===== src/rtl/dsp_mac_pipe.sv =====
// dsp_mac_pipe: handshaked pre-add / multiply / accumulate pipeline.
// Three register stages (operands, product, result) advance together on EN.
// EN is held low only while a result waits for the consumer, which makes the
// ready path a single gate and freezes the whole pipe on backpressure.
module dsp_mac_pipe #(
  parameter int A_WIDTH  = 18,
  parameter int B_WIDTH  = 18,
  parameter int P_WIDTH  = 48,
  parameter int PRE_ADD  = 1,
  parameter int SATURATE = 0,
  localparam int M_WIDTH = A_WIDTH + B_WIDTH + PRE_ADD
) (
  input  logic                      CLK,
  input  logic                      RST_N,
  input  logic                      IN_VALID,
  output logic                      IN_READY,
  input  logic signed [A_WIDTH-1:0] A,
  input  logic signed [B_WIDTH-1:0] B,
  input  logic signed [B_WIDTH-1:0] D,
  input  logic signed [P_WIDTH-1:0] C,
  input  logic                      PRE_SUB,
  input  logic [1:0]                OPMODE,
  output logic                      OUT_VALID,
  input  logic                      OUT_READY,
  output logic signed [P_WIDTH-1:0] P,
  output logic signed [M_WIDTH-1:0] M,
  output logic                      OVF
);

  localparam int BOP_W = B_WIDTH + PRE_ADD;
  // Two guard bits cover ACC +/- M and C + M without losing the true result.
  localparam int R_W   = P_WIDTH + 2;

  // True when R does not fit in signed P_WIDTH: guard bits and P sign bit disagree.
  function automatic logic f_ovf(input logic signed [R_W-1:0] r);
    return !((&r[R_W-1:P_WIDTH-1]) || !(|r[R_W-1:P_WIDTH-1]));
  endfunction

  // Clamp R to the signed P_WIDTH range.
  function automatic logic signed [P_WIDTH-1:0] f_sat(input logic signed [R_W-1:0] r);
    if (!f_ovf(r))  return r[P_WIDTH-1:0];
    else if (r[R_W-1]) return {1'b1, {(P_WIDTH-1){1'b0}}};
    else               return {1'b0, {(P_WIDTH-1){1'b1}}};
  endfunction

  logic w_en;
  assign w_en     = !OUT_VALID || OUT_READY;
  assign IN_READY = w_en;

  logic signed [B_WIDTH:0] w_d_ext, w_b_ext, w_pre;
  logic signed [BOP_W-1:0] w_bop;
  assign w_d_ext = (B_WIDTH+1)'(D);
  assign w_b_ext = (B_WIDTH+1)'(B);
  assign w_pre   = PRE_SUB ? (w_d_ext - w_b_ext) : (w_d_ext + w_b_ext);
  assign w_bop   = (PRE_ADD != 0) ? BOP_W'(w_pre) : BOP_W'(B);

  // ---- stage p0: operands, pre-adder result ----
  logic signed [A_WIDTH-1:0] r_a_p0;
  logic signed [BOP_W-1:0]   r_bop_p0;
  logic signed [P_WIDTH-1:0] r_c_p0;
  logic [1:0]                r_op_p0;
  logic                      r_vld_p0;

  // ---- stage p1: full-width product ----
  logic signed [M_WIDTH-1:0] r_m_p1;
  logic signed [P_WIDTH-1:0] r_c_p1;
  logic [1:0]                r_op_p1;
  logic                      r_vld_p1;

  logic signed [M_WIDTH-1:0] w_m_p0;
  assign w_m_p0 = M_WIDTH'(r_a_p0) * M_WIDTH'(r_bop_p0);

  // Stage valids: the only control state inside the pipe.
  always_ff @(posedge CLK or negedge RST_N) begin
    if (!RST_N) begin
      r_vld_p0 <= 1'b0;
      r_vld_p1 <= 1'b0;
    end else if (w_en) begin
      r_vld_p0 <= IN_VALID;
      r_vld_p1 <= r_vld_p0;
    end
  end

  // Stage data: qualified by the travelling valids, so no reset needed.
  always_ff @(posedge CLK) begin
    if (w_en) begin
      r_a_p0   <= A;
      r_bop_p0 <= w_bop;
      r_c_p0   <= C;
      r_op_p0  <= OPMODE;
      r_m_p1   <= w_m_p0;
      r_c_p1   <= r_c_p0;
      r_op_p1  <= r_op_p0;
    end
  end

  // ---- stage p2: post-adder / accumulator, result registers ----
  logic signed [R_W-1:0]     w_m_ext, w_acc_ext, w_c_ext, w_r;
  logic signed [P_WIDTH-1:0] w_p_nxt;
  logic                      w_ovf;

  assign w_m_ext   = R_W'(r_m_p1);
  assign w_acc_ext = R_W'(P);
  assign w_c_ext   = R_W'(r_c_p1);

  // Post-adder select; the P register doubles as the accumulator.
  always_comb begin
    w_r = w_m_ext;
    case (r_op_p1)
      2'b01:   w_r = w_acc_ext + w_m_ext;
      2'b10:   w_r = w_acc_ext - w_m_ext;
      2'b11:   w_r = w_c_ext + w_m_ext;
      default: w_r = w_m_ext;
    endcase
  end

  assign w_ovf   = f_ovf(w_r);
  assign w_p_nxt = (SATURATE != 0) ? f_sat(w_r) : w_r[P_WIDTH-1:0];

  // Output registers: bubbles advance OUT_VALID but leave P/M/OVF untouched.
  always_ff @(posedge CLK or negedge RST_N) begin
    if (!RST_N) begin
      OUT_VALID <= 1'b0;
      P         <= '0;
      M         <= '0;
      OVF       <= 1'b0;
    end else if (w_en) begin
      OUT_VALID <= r_vld_p1;
      if (r_vld_p1) begin
        P   <= w_p_nxt;
        M   <= r_m_p1;
        OVF <= w_ovf;
      end
    end
  end

endmodule

===== config.mk =====
export PLATFORM = sky130hd
export DESIGN_NAME = dsp_mac_pipe
export DESIGN_NICKNAME = d
export VERILOG_FILES = /design/src/rtl/dsp_mac_pipe.sv
export SDC_FILE = /design/constraint.sdc
export NUM_CORES = 2
export LEC_CHECK = 0
export BUFFER_PORTS_ARGS = -buffer_cell sky130_fd_sc_hd__buf_4
export CORE_ASPECT_RATIO = 1.4
export CORE_MARGIN = 1
export CORE_UTILIZATION = 32
export CTS_BUF_LIST = sky130_fd_sc_hd__clkbuf_4
export DETAILED_ROUTE_END_ITERATION = 12
export GPL_TIMING_DRIVEN = 0
export HOLD_SLACK_MARGIN = 0.12
export PLACE_DENSITY = 0.52
export SLEW_MARGIN = 15
export SYNTH_ARGS = -nofsm -noshare
export SYNTH_HDL_FRONTEND = slang
export SYNTH_SLANG_ARGS = --single-unit

===== constraint.sdc =====
create_clock -name CLK -period 7.2 [get_ports CLK]
set_clock_uncertainty 0.1 [all_clocks]
set_input_delay 1.08 -clock CLK [delete_from_list [all_inputs] [get_ports CLK]]
set_output_delay 1.08 -clock CLK [all_outputs]
set_load 0.1 [all_outputs]

* Yosys cells after proc, flatten, opt, wreduce, memory -nomap -nowiden
Cells that the tools add are included.
Word-level totals: register bits 263, bits in latches 0, RAM bits 0, bits in read-only memories 0, input bits 109, output and inout bits 88, word-level logic and storage cells 32, memories kept 0
Cells by class: add/subtract/negate cells 5, multipliers 1, divide/modulo/power cells 0, order comparisons 0, eq/ne operators 3, shifts and indexed selects 0, mux-type cells 2, bitwise logic cells 0, reduce and logical (&&, ||, !) cells 8
Operators by type and width (count):
- $pmux W50 S3 | 1
- $add A48 B37 Y49 | 2
- $sub A48 B37 Y49 | 1
- $mul A18 B19 Y37 | 1
- $add A18 B18 Y19 | 1
- $mux W19 | 1
- $sub A18 B18 Y19 | 1
- $eq A2 B2 Y1 const B | 2
- $logic_not A1 Y1 | 3
- $reduce_and A3 Y1 | 1
- $reduce_or A3 Y1 | 1
- $eq A2 B1 Y1 const B | 1
- $logic_or A1 B1 Y1 | 2
- $reduce_and A2 Y1 | 1

* Depth between registers and ports, before layout
word-level depth 6, mapped depth 27, depth with buffers taken out 26

* Least setup slack after synthesis
Ideal clock, no wire load.
path kind input to register, start point in OUT_READY, end point reg P[41], library setup time 125 ps, arrival time 7570 ps, data required time 6975 ps, slack -594 ps, stages on the path 7, buffers on the path 1, cells stage by stage nand2b_1 > nand2_1 > clkbuf_1 > a21oi_1 > o311ai_0 > a21oi_1 > a21oi_1
On the way: word-level cells in the longest chain between the ends 2
RTL lines:
- start: declaration | line 24 | input logic OUT_READY,
- $logic_or A1 B1 Y1 | line 47 | assign w_en = !OUT_VALID || OUT_READY;
- $reduce_and A2 Y1 (no line)
- end signal: assignment | line 130 | P <= w_p_nxt;
- end: declaration | line 25 | output logic signed [P_WIDTH-1:0] P,
No other way between the ends. A chain may end at the register's enable or synchronous reset.

* Worst setup path in the final report
start point reg r_a_p0[6], end point reg r_m_p1[32], data pin
On the way: word-level cells in the longest chain between the ends 1
RTL lines:
- start: declaration | line 58 | logic signed [A_WIDTH-1:0] r_a_p0;
- start signal: assignment | line 87 | r_a_p0 <= A;
- $mul A18 B19 Y37 | line 71 | assign w_m_p0 = M_WIDTH'(r_a_p0) * M_WIDTH'(r_bop_p0);
- named net w_m_p0[32] | line 70 | logic signed [M_WIDTH-1:0] w_m_p0;
- end signal: assignment | line 91 | r_m_p1 <= w_m_p0;
- end: declaration | line 65 | logic signed [M_WIDTH-1:0] r_m_p1;
The timed path passes the listed nets, and every way through them passes these cells.

==> results.yml <==
critical_path:
  start_kind: "flip-flop"
  crit_slowest_cell: "edfxtp_1"
  cp.arrival_ps: 7390
  r2r_setup_slack_ps: 280
  endpoint_kind: "flip-flop"
  required_ps: 7670
  reg2reg_from: "r_a_p0[6]"
  cpPeakStageDelay_ps: 540
  rr_worst_depth: 25
  worst-path-stages: 25
  cp.buffers_inverters: 6
  cp_top_family: "adder cells"
  critPathMostFrequentCell: "fa_1"
  path_max_fanout: 7
  reg2reg_to: "r_m_p1[32]"
  path_class: "flip-flop to flip-flop"
clocking:
  h-tree-depth: 3
  clk_pin_slew_worst_paths_ps: 70
  numClockSinks: 263
  cts_tree: "built"
  clock_path_buffers: 3
  root_buffer: "clkbuf_4"
  cts_buffers: 77
  clk_latency_ps: 940
min_path:
  hp-class: "input port to flip-flop"
  min_from: "C[16]"
  whs_endpoint: "r_c_p0[16]"
  holdPathStages: 1
placement:
  post-place-ws_ps: -965
  io_buffers: 195
  hpwl_um: 73400
  gp_congestion: 0.922
floorplan:
  die_height_um: 357
  rows: 129
  die_width_um: 256
  die_area_um2: 91400
  core_um2: 88800
  start_util_pct: 32.5
  ios: 197
global_routing:
  grt_pass1_wl_um: 141000
  globalRouteOverflowTotal: 0
  grt_usage_pct: 20.5
  grt_max_degree: 90
  antenna_found_initial: 7
  grt_pass1_vias: 24081
job:
  max_cap_viol_count: 0
outcome:
  status: "finished clean"
layout:
  fin_util_pct: 37.8
  final_nets: 3996
  multi_input_area_um2: 19400
  seqCellArea_um2: 7450
  area_growth_pct: 16.4
  drive_above_1_share_pct: 15.3
  nFillCells: 9184
sta:
  rsz0062_at_grt: "no"
  fmax_mhz: 144
  worst_pin_slew_ps: 1200
  holdWs_ps: 231
  slew_headroom_pct: 20.3
  fin_crit_sh_pct: 96.1
  tns_ps: 0
  setup_violations: 0
  layout_setup_ws_ps: 279
  report.final.hold_viol_count: 0
  slew_violations: 0
  post-route-min-period_ps: 6920
yosys:
  synth.largest_area_cell: "fa_1"
  yosysTopAreaCellShare_pct: 24.2
  synthTopCellsByCount: "inv_1, fa_1, nand2_1, ha_1, and2_1"
  ys_seq_area_share_pct: 25.8
  synthCells: 2993
  yosysWarnings: 0
  synth.avg_cell_area_um2: 9.64
  synth_ff_type: "edfxtp_1"
  synth_edf_count: 174
  syn-num-nets: 3660
  ys_ff_latch: 263
  syn-cell-area_um2: 28800
  yosysMostFrequentCell: "inv_1"
  synth.distinct_cells: 73
  netlist_top_cells_area: "fa_1, edfxtp_1, ha_1"
  synth-async-reset-ratio_pct: 33.8
route:
  drc_errors: 0
  ant_nets: 0
  vias: 22498
  viasPerCell: 4.92
  wl_um: 92000
  drt_iter0_drc: 1092
  drt-pass1-iter-count: 5
  avgRoutedWirePerCell_um: 20.1
per-stage QoR:
stage,instances,instance area [um^2]
final,4576,33600
after global routing,4576,33600
after CTS,4545,33300
after detailed placement,4370,31900
after global placement,4367,31800
after floorplan,2993,28800
sequential cells by signal, summed over array words and instances, names as in the netlist:
name	count
r_vld_p0	1
r_a_p0	18
P	48
OUT_VALID	1
OVF	1
r_m_p1	37
r_c_p0	48
M	37
r_bop_p0	19
r_c_p1	48
r_op_p1	2
r_op_p0	2
r_vld_p1	1
layout make-up:
class	instances	share of cell area (%)
Inverter	459	5.18
Multi-Input combinational cell	2163	57.6
Clock inverter	33	0.581
Antenna cell	5	0.0373
Tap cell	1179	4.39
Timing Repair Buffer	267	6.23
Buffer	98	1.31
Clock buffer	109	2.44
Sequential cell	263	22.2
metal layers:
layer	wire length, um	part of all wire, %	global-route usage [%]	vias to the layer above
met5	12	0.013	0	-
met4	5170	5.6	11.6	2
met3	3970	4.3	3.17	220
met2	47000	51	37.5	647
met1	35800	39	22.7	10980
li1	-	-	-	10649
cell families (layout without fill, tap and decap cells):
kind of cell	Yosys count	in the layout	share of synthesized area [%]
compound gates	561	561	12.6
xor+xnor	146	146	4.43
fa+ha+maj	558	558	33.3
buf+inv	567	966	7.38
flops	263	263	25.8
mux	75	75	2.82
other cells	0	5	0
simple gates	823	823	13.6
worst max path at each step:
stage                             to         from  slack, ps
after floorplan           r_m_p1[32]    r_a_p0[3]        660
after global placement    r_m_p1[36]    r_a_p0[0]       -950
after detailed placement  r_m_p1[36]   r_a_p0[11]       -960
after CTS                 r_m_p1[32]    r_a_p0[6]         10
after global routing      r_m_p1[32]  r_bop_p0[8]          5
final                     r_m_p1[32]    r_a_p0[6]        280
cell usage in the layout, fill, tap and decap left out, drive strengths merged, types with 157 or more instances in the layout:
cell type  count
nor2         164
a21oi        157
ha           210
fa           348
buf          268
edfxtp       174
and2         179
inv          455
clkbuf       198
nand2        303
timing repair:
item | in CTS | in global routing
hold endpoints to repair | 43 | 0
setup buffers | 35 | 26
cloned | 0 | 0
setup endpoints to repair | 11 | 7
gates resized for setup | 46 | 28
hold buffers | 8 | 0
pin swaps | 1 | 7
Power is left out: the tool's default activity adds up to more than one toggle a clock period on the data nets, which glitch-free logic cannot reach.
